### src/rtl/fwd_hazard_unit.sv
// fwd_hazard_unit: forwarding-select and load-use stall logic for the in-order
// integer pipeline. It keeps a private tag pipeline (EX plus DEPTH stages
// after it) and derives the per-operand forward selects for EX and the
// load-use stall for ID from that copy.
// Optional build macro: HAZ_STATS_EN adds saturating 16-bit stall and forward
// counters; without it stall_cnt and fwd_cnt are tied to zero.
module fwd_hazard_unit #(
    parameter int RA_W  = 5,
    parameter int NSRC  = 2,
    parameter int DEPTH = 2,
    localparam int SEL_W = $clog2(DEPTH + 1)
) (
    input  logic                   clk,
    input  logic                   rst,
    input  logic                   id_valid,
    input  logic [NSRC*RA_W-1:0]   id_rs,
    input  logic [RA_W-1:0]        id_rd,
    input  logic                   id_regwr,
    input  logic                   id_load,
    input  logic                   flush,
    output logic                   stall,
    output logic [NSRC*SEL_W-1:0]  fwd_sel,
    output logic [15:0]            stall_cnt,
    output logic [15:0]            fwd_cnt
);

    // Tag pipeline, index 0 = EX, index k = k-th register after EX.
    logic [DEPTH:0]        vld_q, vld_d;
    logic [DEPTH:0]        regwr_q, regwr_d;
    logic [DEPTH:0]        load_q, load_d;
    logic [RA_W-1:0]       rd_q [DEPTH+1];
    logic [RA_W-1:0]       rd_d [DEPTH+1];
    logic [NSRC*RA_W-1:0]  rs_q, rs_d;

    // Next-state: stage 0 captures ID unless flushed or stalled, the rest shift.
    always_comb begin
        vld_d   = '0;
        regwr_d = '0;
        load_d  = '0;
        rd_d    = '{default: '0};
        rs_d    = id_rs;

        vld_d[0]   = id_valid && !flush && !stall;
        regwr_d[0] = id_regwr;
        load_d[0]  = id_load;
        rd_d[0]    = id_rd;

        for (int k = 1; k <= DEPTH; k++) begin
            vld_d[k]   = vld_q[k-1];
            regwr_d[k] = regwr_q[k-1];
            load_d[k]  = load_q[k-1];
            rd_d[k]    = rd_q[k-1];
        end
    end

    // Valid bits are the only tag state that needs clearing on reset.
    always_ff @(posedge clk or posedge rst) begin
        if (rst) begin
            vld_q <= '0;
        end else begin
            vld_q <= vld_d;
        end
    end

    // Tag payload; meaningless whenever the matching valid bit is low.
    always_ff @(posedge clk) begin
        regwr_q <= regwr_d;
        load_q  <= load_d;
        rd_q    <= rd_d;
        rs_q    <= rs_d;
    end

    // Forward select per EX operand: scan oldest to youngest so the youngest
    // matching producer overwrites and wins. A load in stage 1 has no data yet;
    // the stall keeps that case from ever arising, so it is simply excluded.
    always_comb begin
        fwd_sel = '0;
        for (int s = 0; s < NSRC; s++) begin
            for (int k = DEPTH; k >= 1; k--) begin
                if (vld_q[0] && vld_q[k] && regwr_q[k] &&
                    (rd_q[k] != '0) &&
                    (rd_q[k] == rs_q[s*RA_W +: RA_W]) &&
                    ((k >= 2) || !load_q[k])) begin
                    fwd_sel[s*SEL_W +: SEL_W] = SEL_W'(k);
                end
            end
        end
    end

    // Load-use stall: a load in EX writing a register that the ID instruction reads.
    always_comb begin
        stall = 1'b0;
        if (id_valid && vld_q[0] && load_q[0] && regwr_q[0] && (rd_q[0] != '0)) begin
            for (int s = 0; s < NSRC; s++) begin
                if (id_rs[s*RA_W +: RA_W] == rd_q[0]) begin
                    stall = 1'b1;
                end
            end
        end
    end

`ifdef HAZ_STATS_EN
    function automatic logic [15:0] sat_add16(input logic [15:0] a, input logic [15:0] b);
        logic [16:0] sum;
        sum = {1'b0, a} + {1'b0, b};
        return sum[16] ? 16'hFFFF : sum[15:0];
    endfunction

    logic [15:0] stall_cnt_q, stall_cnt_d;
    logic [15:0] fwd_cnt_q, fwd_cnt_d;
    logic [15:0] fwd_num;

    // Counter next-state: add this cycle's stall and number of forwarded operands.
    always_comb begin
        fwd_num = '0;
        for (int s = 0; s < NSRC; s++) begin
            if (fwd_sel[s*SEL_W +: SEL_W] != '0) begin
                fwd_num = fwd_num + 16'd1;
            end
        end
        stall_cnt_d = sat_add16(stall_cnt_q, {15'd0, stall});
        fwd_cnt_d   = sat_add16(fwd_cnt_q, fwd_num);
    end

    // Statistics registers, cleared by reset.
    always_ff @(posedge clk or posedge rst) begin
        if (rst) begin
            stall_cnt_q <= '0;
            fwd_cnt_q   <= '0;
        end else begin
            stall_cnt_q <= stall_cnt_d;
            fwd_cnt_q   <= fwd_cnt_d;
        end
    end

    assign stall_cnt = stall_cnt_q;
    assign fwd_cnt   = fwd_cnt_q;
`else
    assign stall_cnt = '0;
    assign fwd_cnt   = '0;
`endif

endmodule
### config.mk
export PLATFORM = sky130hd
export DESIGN_NAME = fwd_hazard_unit
export DESIGN_NICKNAME = d
export VERILOG_FILES = /design/src/rtl/fwd_hazard_unit.sv
export SDC_FILE = /design/constraint.sdc
export NUM_CORES = 1
export LEC_CHECK = 0
export ABC_CLOCK_PERIOD_IN_PS = 1800
export BUFFER_PORTS_ARGS = -buffer_cell sky130_fd_sc_hd__buf_2
export CORE_UTILIZATION = 40
export DETAILED_ROUTE_END_ITERATION = 6
export HOLD_SLACK_MARGIN = 0.06
export PLACE_DENSITY = 0.74
export SLEW_MARGIN = 20
export SYNTH_ARGS = -nofsm -noshare
export SYNTH_HDL_FRONTEND = slang
export SYNTH_SLANG_ARGS = --single-unit
### constraint.sdc
create_clock -name clk -period 1.8 [get_ports clk]
set_clock_uncertainty 0.05 [all_clocks]
set_input_delay 0.09 -clock clk [delete_from_list [all_inputs] [get_ports clk]]
set_output_delay 0.09 -clock clk [all_outputs]
set_load 0.005 [all_outputs]
==> results of run 1 <==
## where the power goes
part / switching [mW] / internal [mW]
combinational: 0.0786 / 0.0962
clock: 0.246 / 0.226
sequential: 0.0369 / 0.773
total: 0.362 / 1.10
## critical path: stages (launching register included)
cell and delay, ns:
dfxtp_2 0.33, or4_4 0.54, o21ai_4 0.19, nor4_2 0.09, nor3_1 0.13, buf_2 0.14
## repair_timing
action | CTS | global route
endpoints found under the hold margin | 21 | 0
setup endpoints to repair | 4 | 5
setup buffers | 6 | 1
hold buffers | 20 | 0
pin swaps | 6 | 5
resized for setup | 13 | 9
## cell families after synthesis
group	synth area share
simple gates	0.0910
buf+inv	0.184
other cells	0.00278
compound gates	0.0260
flops	0.501
xor+xnor	0.195
## per-layer routing
| metal | GRT usage | part of all wire | vias up |
|---|---|---|---|
| met4 | 0.110 | 0.034 | 0 |
| met3 | 0.0519 | 0.055 | 9 |
| met1 | 0.143 | 0.35 | 435 |
| li1 | - | - | 451 |
| met5 | 0 | 0 | - |
| met2 | 0.317 | 0.56 | 60 |
## flip-flops by register name, indices dropped and copies added, names as in the netlist
name and count:
rd_d 10, rs_q 10, rd_q 5, regwr_q 3, vld_q 3, load_q 2
## cells in the final DEF (no fill, tap or decap)
cell / netlist / routed
clkbuf_4: 0 / 5
nand4_1: 1 / 1
conb_1: 1 / 32
nor2_1: 3 / 3
and4b_2: 0 / 1
o311a_1: 1 / 1
or4_4: 0 / 3
o21ai_4: 0 / 1
nor3_2: 0 / 1
nand3_2: 0 / 1
xnor2_1: 8 / 7
nor3_1: 5 / 4
buf_2: 0 / 25
nor4_2: 1 / 1
or4_1: 4 / 1
nor4_4: 0 / 2
dlygate4sd3_1: 0 / 20
a22oi_1: 1 / 1
o2111ai_2: 0 / 1
inv_1: 2 / 2
clkbuf_8: 0 / 2
xnor2_2: 0 / 1
dfxtp_1: 30 / 21
nand3_1: 3 / 2
clkinv_2: 0 / 1
buf_4: 32 / 7
dfxtp_2: 0 / 9
xor2_1: 22 / 22
dfrtp_1: 3 / 3
## stage by stage
stage	instances	util	power, mW	setup TNS (ns)
finish	225	0.579	1.46	-0.212
global route	225	0.579	1.52	-0.563
global placement	190	0.449	0.928	0
CTS	224	0.561	1.43	-0.258
floorplan	153	-	0.939	0
detailed placement	190	0.449	0.934	0
## final timing paths
| path | cells past startpoint | to | startpoint |
|---|---|---|---|
| setup / recovery | 5 | fwd_sel[1] | rd_d[1] |
| hold / removal | 3 | vld_q[2] | rst |
| setup reg to reg | 4 | vld_q[0] | rd_d[7] |
| hold reg to reg | 0 | regwr_q[2] | regwr_q[1] |
| max in group asynchronous | 3 | vld_q[1] | rst |
| min in group clk | 0 | regwr_q[2] | regwr_q[1] |
## final cells by class
type	count	area, um^2	area share
clock buffers	7	65.1	0.0359
clock inverters	1	5.00	0.00276
inverters	2	7.51	0.00414
multi-input cells	86	614	0.339
flip-flops and latches	33	687	0.379
well taps	44	55.1	0.0304
repair buffers	52	378	0.209
==> impl_metrics.yaml, run 1 <==
status:
  status: "finished, violations left"
  failed_checks: "setup timing"
clocking:
  clkTransAtPathRegs_ns: 0.10
  clk_path_buf_depth: 2
  tritoncts: "done"
  cts_inserted_buffers: 5
  htreeDepth: 2
  cts_root_buf: "clkbuf_4"
  insertion_delay_ns: 0.34
  clock-sinks: 33
sta:
  report.final.slew_viol_count: 0
  worst_slack_ns: -0.105
  max_freq_ghz: 0.525
  min_period_ns: 1.91
  hold_ws_ns: 0.108
  setup_viol: 3
  hold_viol: 0
  post-route-period-util: 1.06
  rsz0062_at_grt: "yes"
flow_run:
  maxCapViolCount: 0
detailed_routing:
  drt_wl_total_um: 2610
  dr_total_vias: 955
  vias_per_cell: 4.24
  drtPass1Iterations: 4
  drc_errors: 0
  ant_nets: 0
  routedWlPerCell_um: 11.6
  drt_iter0_drc: 20
die:
  die_h_um: 60.0
  die_area_mm2: 0.00360
  pin_count: 58
  start_util: 0.431
  fp-row-count: 20
  die_width_um: 60.0
  core_area_mm2: 0.00313
logic_synthesis:
  yosys-top-cells-area: "dfxtp_1 45%, buf_4 18%, xor2_1 14%"
  ys_seq_elements: 33
  syn_avg_cell_area_um2: 11.0
  yosysUniqueCellTypes: 19
  synthTopCellsByCount: "32 x buf_4, 30 x dfxtp_1, 22 x xor2_1, 8 x xnor2_1, 5 x nor3_1"
  synthCells: 122
  yosysTopAreaCell: "dfxtp_1"
  seq_area_frac_synth: 0.501
  synth_top_area_frac: 0.446
  synth_ff_type: "dfxtp_1"
  synth_area_mm2: 0.00135
  yosys.cell_count.top_type: "buf_4"
  postSynth.asyncResetShare: 0.0909
  yosys_warnings: 0
  synth-edff-count: 0
placed_design:
  place_congestion: 0.769
  place.port_buffers: 25
  placed_cell_area_mm2: 0.00140
  dp_slack_ns: 0.142
setup_path:
  critPathKind: "flip-flop to primary output"
  cp_max_fo: 2
  r2r_setup_slack_ns: 0.41
  critPathRequiredTime_ns: 1.66
  cp-end-kind: "primary output"
  cp-start-kind: "flip-flop"
  arrival_ns: 1.77
grt:
  grtUsageTotal: 0.165
  overflow: 0
  first_global_vias: 976
  grt_pass1_wl_um: 4060
  grt_start_max_net_pins: 11
  antenna_found_initial: 0
cells_and_area:
  n_antenna_cell: 0
  areaGrowthSynthToFinish_pct: 34.4
  final_cell_area_mm2: 0.00181
  layout.nets: 201
  n_fill_cell: 262
  drive_above_1_share: 0.337
power:
  power.density_mw_per_mm2: 804
  leakage_nw: 0.826
  vdd_ir_drop_max_v: 0.000597
worst_hold_path:
  hold_class: "primary input to asynchronous set/reset pin"
Note: power is estimated with default switching activity, not from simulation.
==> inputs of run 2 (changes only) <==
==> constraint.sdc (replaced) <==
create_clock -name clk -period 1.8 [get_ports clk]
set_clock_uncertainty 0.05 [all_clocks]
set_input_delay 0.36 -clock clk [delete_from_list [all_inputs] [get_ports clk]]
set_output_delay 0.36 -clock clk [all_outputs]
set_load 0.005 [all_outputs]
==> run 2 against run 1 <==
  * Worst hold slack got worse by 0.039 ns
  * Total power fell by 2.8%
  * Sequential cell count did not move
  * Sequential share of layout area rose by 2.5 points
  * Fmax decreased by 14%
  * Non-clock buffer count decreased by 8
  * Routed wire length fell by 13%
  * The flow still finishes with violations (setup timing)
  * Utilization decreased by 4.0 points
  * Clock power shrank 3%
  * Cell count fell by 3.6%
  * Critical path depth stayed put
==> impl_metrics.yaml, run 2 (same netlist as run 1, synthesis figures left out) <==
status:
  status: "finished, violations left"
  failed_checks: "setup timing"
detailed_routing:
  drc_errors: 0
  dr_total_vias: 910
  drtPass1Iterations: 2
  drt_iter0_drc: 2
  routedWlPerCell_um: 10.5
  drt_wl_total_um: 2280
  ant_nets: 0
  vias_per_cell: 4.19
cells_and_area:
  layout.nets: 193
  final_cells: 217
  areaGrowthSynthToFinish_pct: 25.1
  layout_commonest_cell: "conb_1"
  drive_above_1_share: 0.347
  final_cell_mix: "32 x conb_1, 25 x dfxtp_1, 24 x buf_2"
  final_cell_area_mm2: 0.00169
  n_antenna_cell: 0
  n_fill_cell: 280
power:
  vdd_ir_drop_max_v: 0.000599
  leakage_nw: 0.788
  power.density_mw_per_mm2: 841
  p_int_mw: 1.08
  pwr-share-comb: 0.107
  p_seq_frac: 0.567
  p_clk_frac: 0.326
  swShare: 0.240
  switching_power_uw: 340
die:
  pin_count: 58
  start_util: 0.431
  die_h_um: 60.0
  die_width_um: 60.0
  fp-row-count: 20
  core_area_mm2: 0.00313
  die_area_mm2: 0.00360
setup_path:
  slowest_delay_ns: 0.53
  cp-start-kind: "flip-flop"
  r2r_cells: 4
  cp_max_fo: 2
  critPathKind: "flip-flop to primary output"
  crit_family: "simple AND/OR/NAND/NOR gates"
  cpMaxStageDelayCell: "or4_4"
  worst-path-stages: 5
  worstPathCellList: "or4_4, o21ai_4, nor4_1, nor4_2, buf_2"
  r2r_setup_slack_ns: 0.41
  arrival_ns: 1.81
  critPathRequiredTime_ns: 1.39
  cp-end-kind: "primary output"
  critPathBufInv: 1
grt:
  first_global_vias: 840
  grtUsageTotal: 0.139
  antenna_found_initial: 0
  grt_pass1_wl_um: 3440
  grt_start_max_net_pins: 11
  overflow: 0
placed_design:
  place.port_buffers: 25
  place_congestion: 0.823
  dpl.hpwl_um: 1710
  dp_slack_ns: -0.0687
  place_inst: 202
  placed_cell_area_mm2: 0.00149
sta:
  worst_slack_ns: -0.424
  setup_viol: 5
  report.final.slew_viol_count: 0
  min_period_ns: 2.22
  max_freq_ghz: 0.450
  hold_viol: 0
  rsz0062_at_grt: "yes"
  post-route-period-util: 1.24
clocking:
  clk_path_buf_depth: 2
  htreeDepth: 2
  cts_root_buf: "clkbuf_4"
  insertion_delay_ns: 0.33
  cts_inserted_buffers: 5
  clkTransAtPathRegs_ns: 0.10
  clock-sinks: 33
  tritoncts: "done"
worst_hold_path:
  hold_path_depth: 1
  hold_class: "primary input to flip-flop"
flow_run:
  maxCapViolCount: 0
-- run 2: metrics by stage --
step	hold slack [ns]	util	setup TNS (ns)	total power, mW
after floorplan	0.0636	-	0	0.939
after global placement	0.175	0.478	-0.131	0.943
after detailed placement	0.184	0.478	-0.126	0.951
after CTS	0.0693	0.519	-1.61	1.41
after global routing	0.0630	0.539	-1.98	1.48
final	0.0694	0.539	-1.61	1.42
-- run 2: layer usage --
layer / vias to the layer above / GRT usage / routed length (um) / share of wire
met4: 0 / 0.0930 / 65 / 0.029
met1: 406 / 0.128 / 839 / 0.37
met2: 61 / 0.256 / 1220 / 0.54
met3: 8 / 0.0476 / 151 / 0.066
li1: 435 / - / - / -
met5: - / 0 / 0 / 0
-- run 2: worst paths after layout --
| check | to | start |
|---|---|---|
| setup / recovery | fwd_sel[3] | rd_d[1] |
| hold / removal | rd_d[6] | id_rd[1] |
| setup reg to reg | vld_q[0] | rd_d[7] |
| hold reg to reg | regwr_q[2] | regwr_q[1] |
| max in group asynchronous | vld_q[2] | rst |
| min in group asynchronous | vld_q[1] | rst |
-- run 2: area by class of cell --
cell class	count	area, um^2	area share
flip-flops and latches	33	682	0.405
multi-input cells	86	584	0.347
repair buffers	44	287	0.170
clock buffers	7	65.1	0.0386
well taps	44	55.1	0.0327
inverters	2	7.51	0.00445
clock inverters	1	5.00	0.00297
-- run 2: what timing repair did --
action / 4_1_cts / 5_1_grt
buffers inserted: 1 / 1
pin swaps: 1 / 3
setup endpoints to repair: 5 / 5
gates resized for setup: 11 / 4
hold buffers: 1 / 4
hold endpoints to repair: 3 / 4
-- run 2: power by group through the flow --
stage | registers, mW | logic (mW) | clock network, mW
after floorplan | 0.815 | 0.123 | 0
after global placement | 0.816 | 0.127 | 0
after detailed placement | 0.818 | 0.134 | 0
after CTS | 0.803 | 0.142 | 0.462
after global routing | 0.809 | 0.171 | 0.504
final | 0.803 | 0.152 | 0.461
==> inputs of run 3 (changes only) <==
- CORE_UTILIZATION: 40 -> 35
- PLACE_DENSITY: 0.74 -> 0.67
==> run 3 against run 2 <==
  * The flow still finishes with violations (setup timing)
  * Via count fell by 7.0%
  * Global-route usage fell by 2.5 points
  * Total power rose by 2.5%
  * Routed wire length fell by 12%
  * Non-clock buffer count fell by 3
  * First-iteration DRC count rose to 3.0 times the previous value
  * Worst hold slack improved by 0.062 ns
  * Sequential share of layout area rose by 0.058 points
  * Setup slack improved by 0.070 ns
  * Count of clock-buffer cells in the layout rose by 1
  * Critical path depth rose by 1
  * Die area rose by 14%
==> impl_metrics.yaml, run 3 (same netlist as run 1, synthesis figures left out) <==
die:
  die_width_um: 64.1
  die_h_um: 64.1
  pin_count: 58
  core_area_mm2: 0.00369
  die_area_mm2: 0.00410
  fp-row-count: 22
  start_util: 0.365
detailed_routing:
  drc_errors: 0
  ant_nets: 0
  drt_iter0_drc: 6
  routedWlPerCell_um: 9.25
  drt_wl_total_um: 2020
  vias_per_cell: 3.88
  drtPass1Iterations: 4
  dr_total_vias: 846
cells_and_area:
  layout_commonest_cell: "conb_1"
  register_area_um2: 684
  multiInputGateArea_um2: 603
  n_antenna_cell: 0
  final_cell_mix: "32 x conb_1, 25 x dfxtp_1, 24 x buf_2"
  areaGrowthSynthToFinish_pct: 25.3
  drive_above_1_share: 0.359
  final_cells: 218
  layout.nets: 190
  n_fill_cell: 375
  final_cell_area_mm2: 0.00169
placed_design:
  place.port_buffers: 25
  placed_cell_area_mm2: 0.00151
  place_congestion: 0.771
  dpl.hpwl_um: 1600
  place_inst: 208
clocking:
  clk_path_buf_depth: 2
  htreeDepth: 2
  cts_inserted_buffers: 5
  tritoncts: "done"
  clkTransAtPathRegs_ns: 0.06
  cts_root_buf: "clkbuf_8"
  clock-sinks: 33
  insertion_delay_ns: 0.27
setup_path:
  cp_max_fo: 2
  cpMaxStageDelayCell: "or4_4"
  slowest_delay_ns: 0.53
  critPathRequiredTime_ns: 1.39
  critPathBufInv: 2
  r2r-start: "rd_d[6]"
  cp-startpoint: "rd_d[1]"
  cp-end-kind: "primary output"
  critPathKind: "flip-flop to primary output"
  worstPathCellList: "or4_4, o21ai_4, buf_4, nor4_4, nor3_1, buf_2"
  cp-start-kind: "flip-flop"
  arrival_ns: 1.74
  crit_family: "simple AND/OR/NAND/NOR gates"
power:
  p_int_mw: 1.12
  power.density_mw_per_mm2: 860
  vdd_ir_drop_max_v: 0.000708
  switching_power_uw: 332
  finalPower_mw: 1.45
  p_clk_frac: 0.346
  p_seq_frac: 0.552
  swShare: 0.229
  pwr-share-comb: 0.102
  leakage_nw: 0.780
worst_hold_path:
  hold_path_startpoint: "id_rd[2]"
  hold_class: "primary input to flip-flop"
sta:
  setup_viol: 5
  min_period_ns: 2.15
  post-route-period-util: 1.20
  hold_viol: 0
  rsz0062_at_grt: "yes"
  max_freq_ghz: 0.464
  report.final.slew_viol_count: 0
  worst_slack_ns: -0.354
status:
  status: "finished, violations left"
  failed_checks: "setup timing"
grt:
  first_global_vias: 825
  overflow: 0
  antenna_found_initial: 0
  grt_start_max_net_pins: 10
  grtUsageTotal: 0.114
  grt_pass1_wl_um: 3420
flow_run:
  maxCapViolCount: 0
[run 3: cell types whose count changed in the layout (fill, tap and decap cells not counted), moves of 3 or more]
| cell | previous run | this run |
|---|---|---|
| dlygate4sd3_1 | 5 | 1 |
| clkbuf_8 | 2 | 5 |
| clkbuf_4 | 5 | 0 |
| clkbuf_1 | 0 | 3 |
[run 3: power by group through the flow]
stage          Sequential [mW]  Clock (mW)  Combinational, mW
3_5_place_dp             0.817           0              0.132
5_1_grt                  0.806       0.548              0.169
6_report                 0.802       0.502              0.148
2_1_floorplan            0.815           0              0.123
4_1_cts                  0.803       0.524              0.143
3_3_place_gp             0.816           0              0.130
[run 3: routing by layer]
metal  global-route usage  routed length (um)
met5                    0                   0
met4               0.0511                  30
met3               0.0446                 157
met2                0.197                 989
met1                0.122                 839
[run 3: path summary, 6_finish.rpt]
check | cells past startpoint | slack, ns | to
worst max register to register | 4 | 0.41 | vld_q[0]
worst min-delay path | 1 | 0.13 | rd_d[7]
worst min register to register | 0 | 0.29 | regwr_q[2]
max in group asynchronous | 3 | 1.14 | vld_q[0]
worst max-delay path | 6 | -0.35 | fwd_sel[1]
min in group asynchronous | 3 | 0.44 | vld_q[1]
[run 3: per-stage QoR]
step	util	setup slack [ns]	TNS, ns	hold slack [ns]
floorplan	-	0.0289	0	0.0636
global route	0.458	-0.434	-1.68	0.115
CTS	0.452	-0.386	-1.43	0.118
global placement	0.410	-0.125	-0.273	0.174
detailed placement	0.410	-0.0862	-0.258	0.178
finish	0.458	-0.354	-1.27	0.132
[run 3: final cells by class]
type / count / share of cell area
Timing Repair Buffer: 41 / 0.150
Inverter: 2 / 0.00444
Sequential cell: 33 / 0.405
Clock buffer: 8 / 0.0474
Tap cell: 48 / 0.0356
Multi-Input combinational cell: 86 / 0.357
[run 3: what timing repair did]
action	4_1_cts	5_1_grt
endpoints found under the setup margin	5	5
setup buffers	2	0
hold endpoints to repair	3	0
resized for setup	13	6
pin swaps	3	3
hold buffers	1	0
[run 3: worst reg2reg max path, delay by kind of cell, from the launching register on]
| kind | cells | cell delay, ns |
|---|---|---|
| flip-flops | 1 | 0.34 |
| buffers and inverters | 1 | 0.11 |
| AO/OA/AOI/OAI | 1 | 0.16 |
| AND/OR/NAND/NOR | 2 | 0.66 |
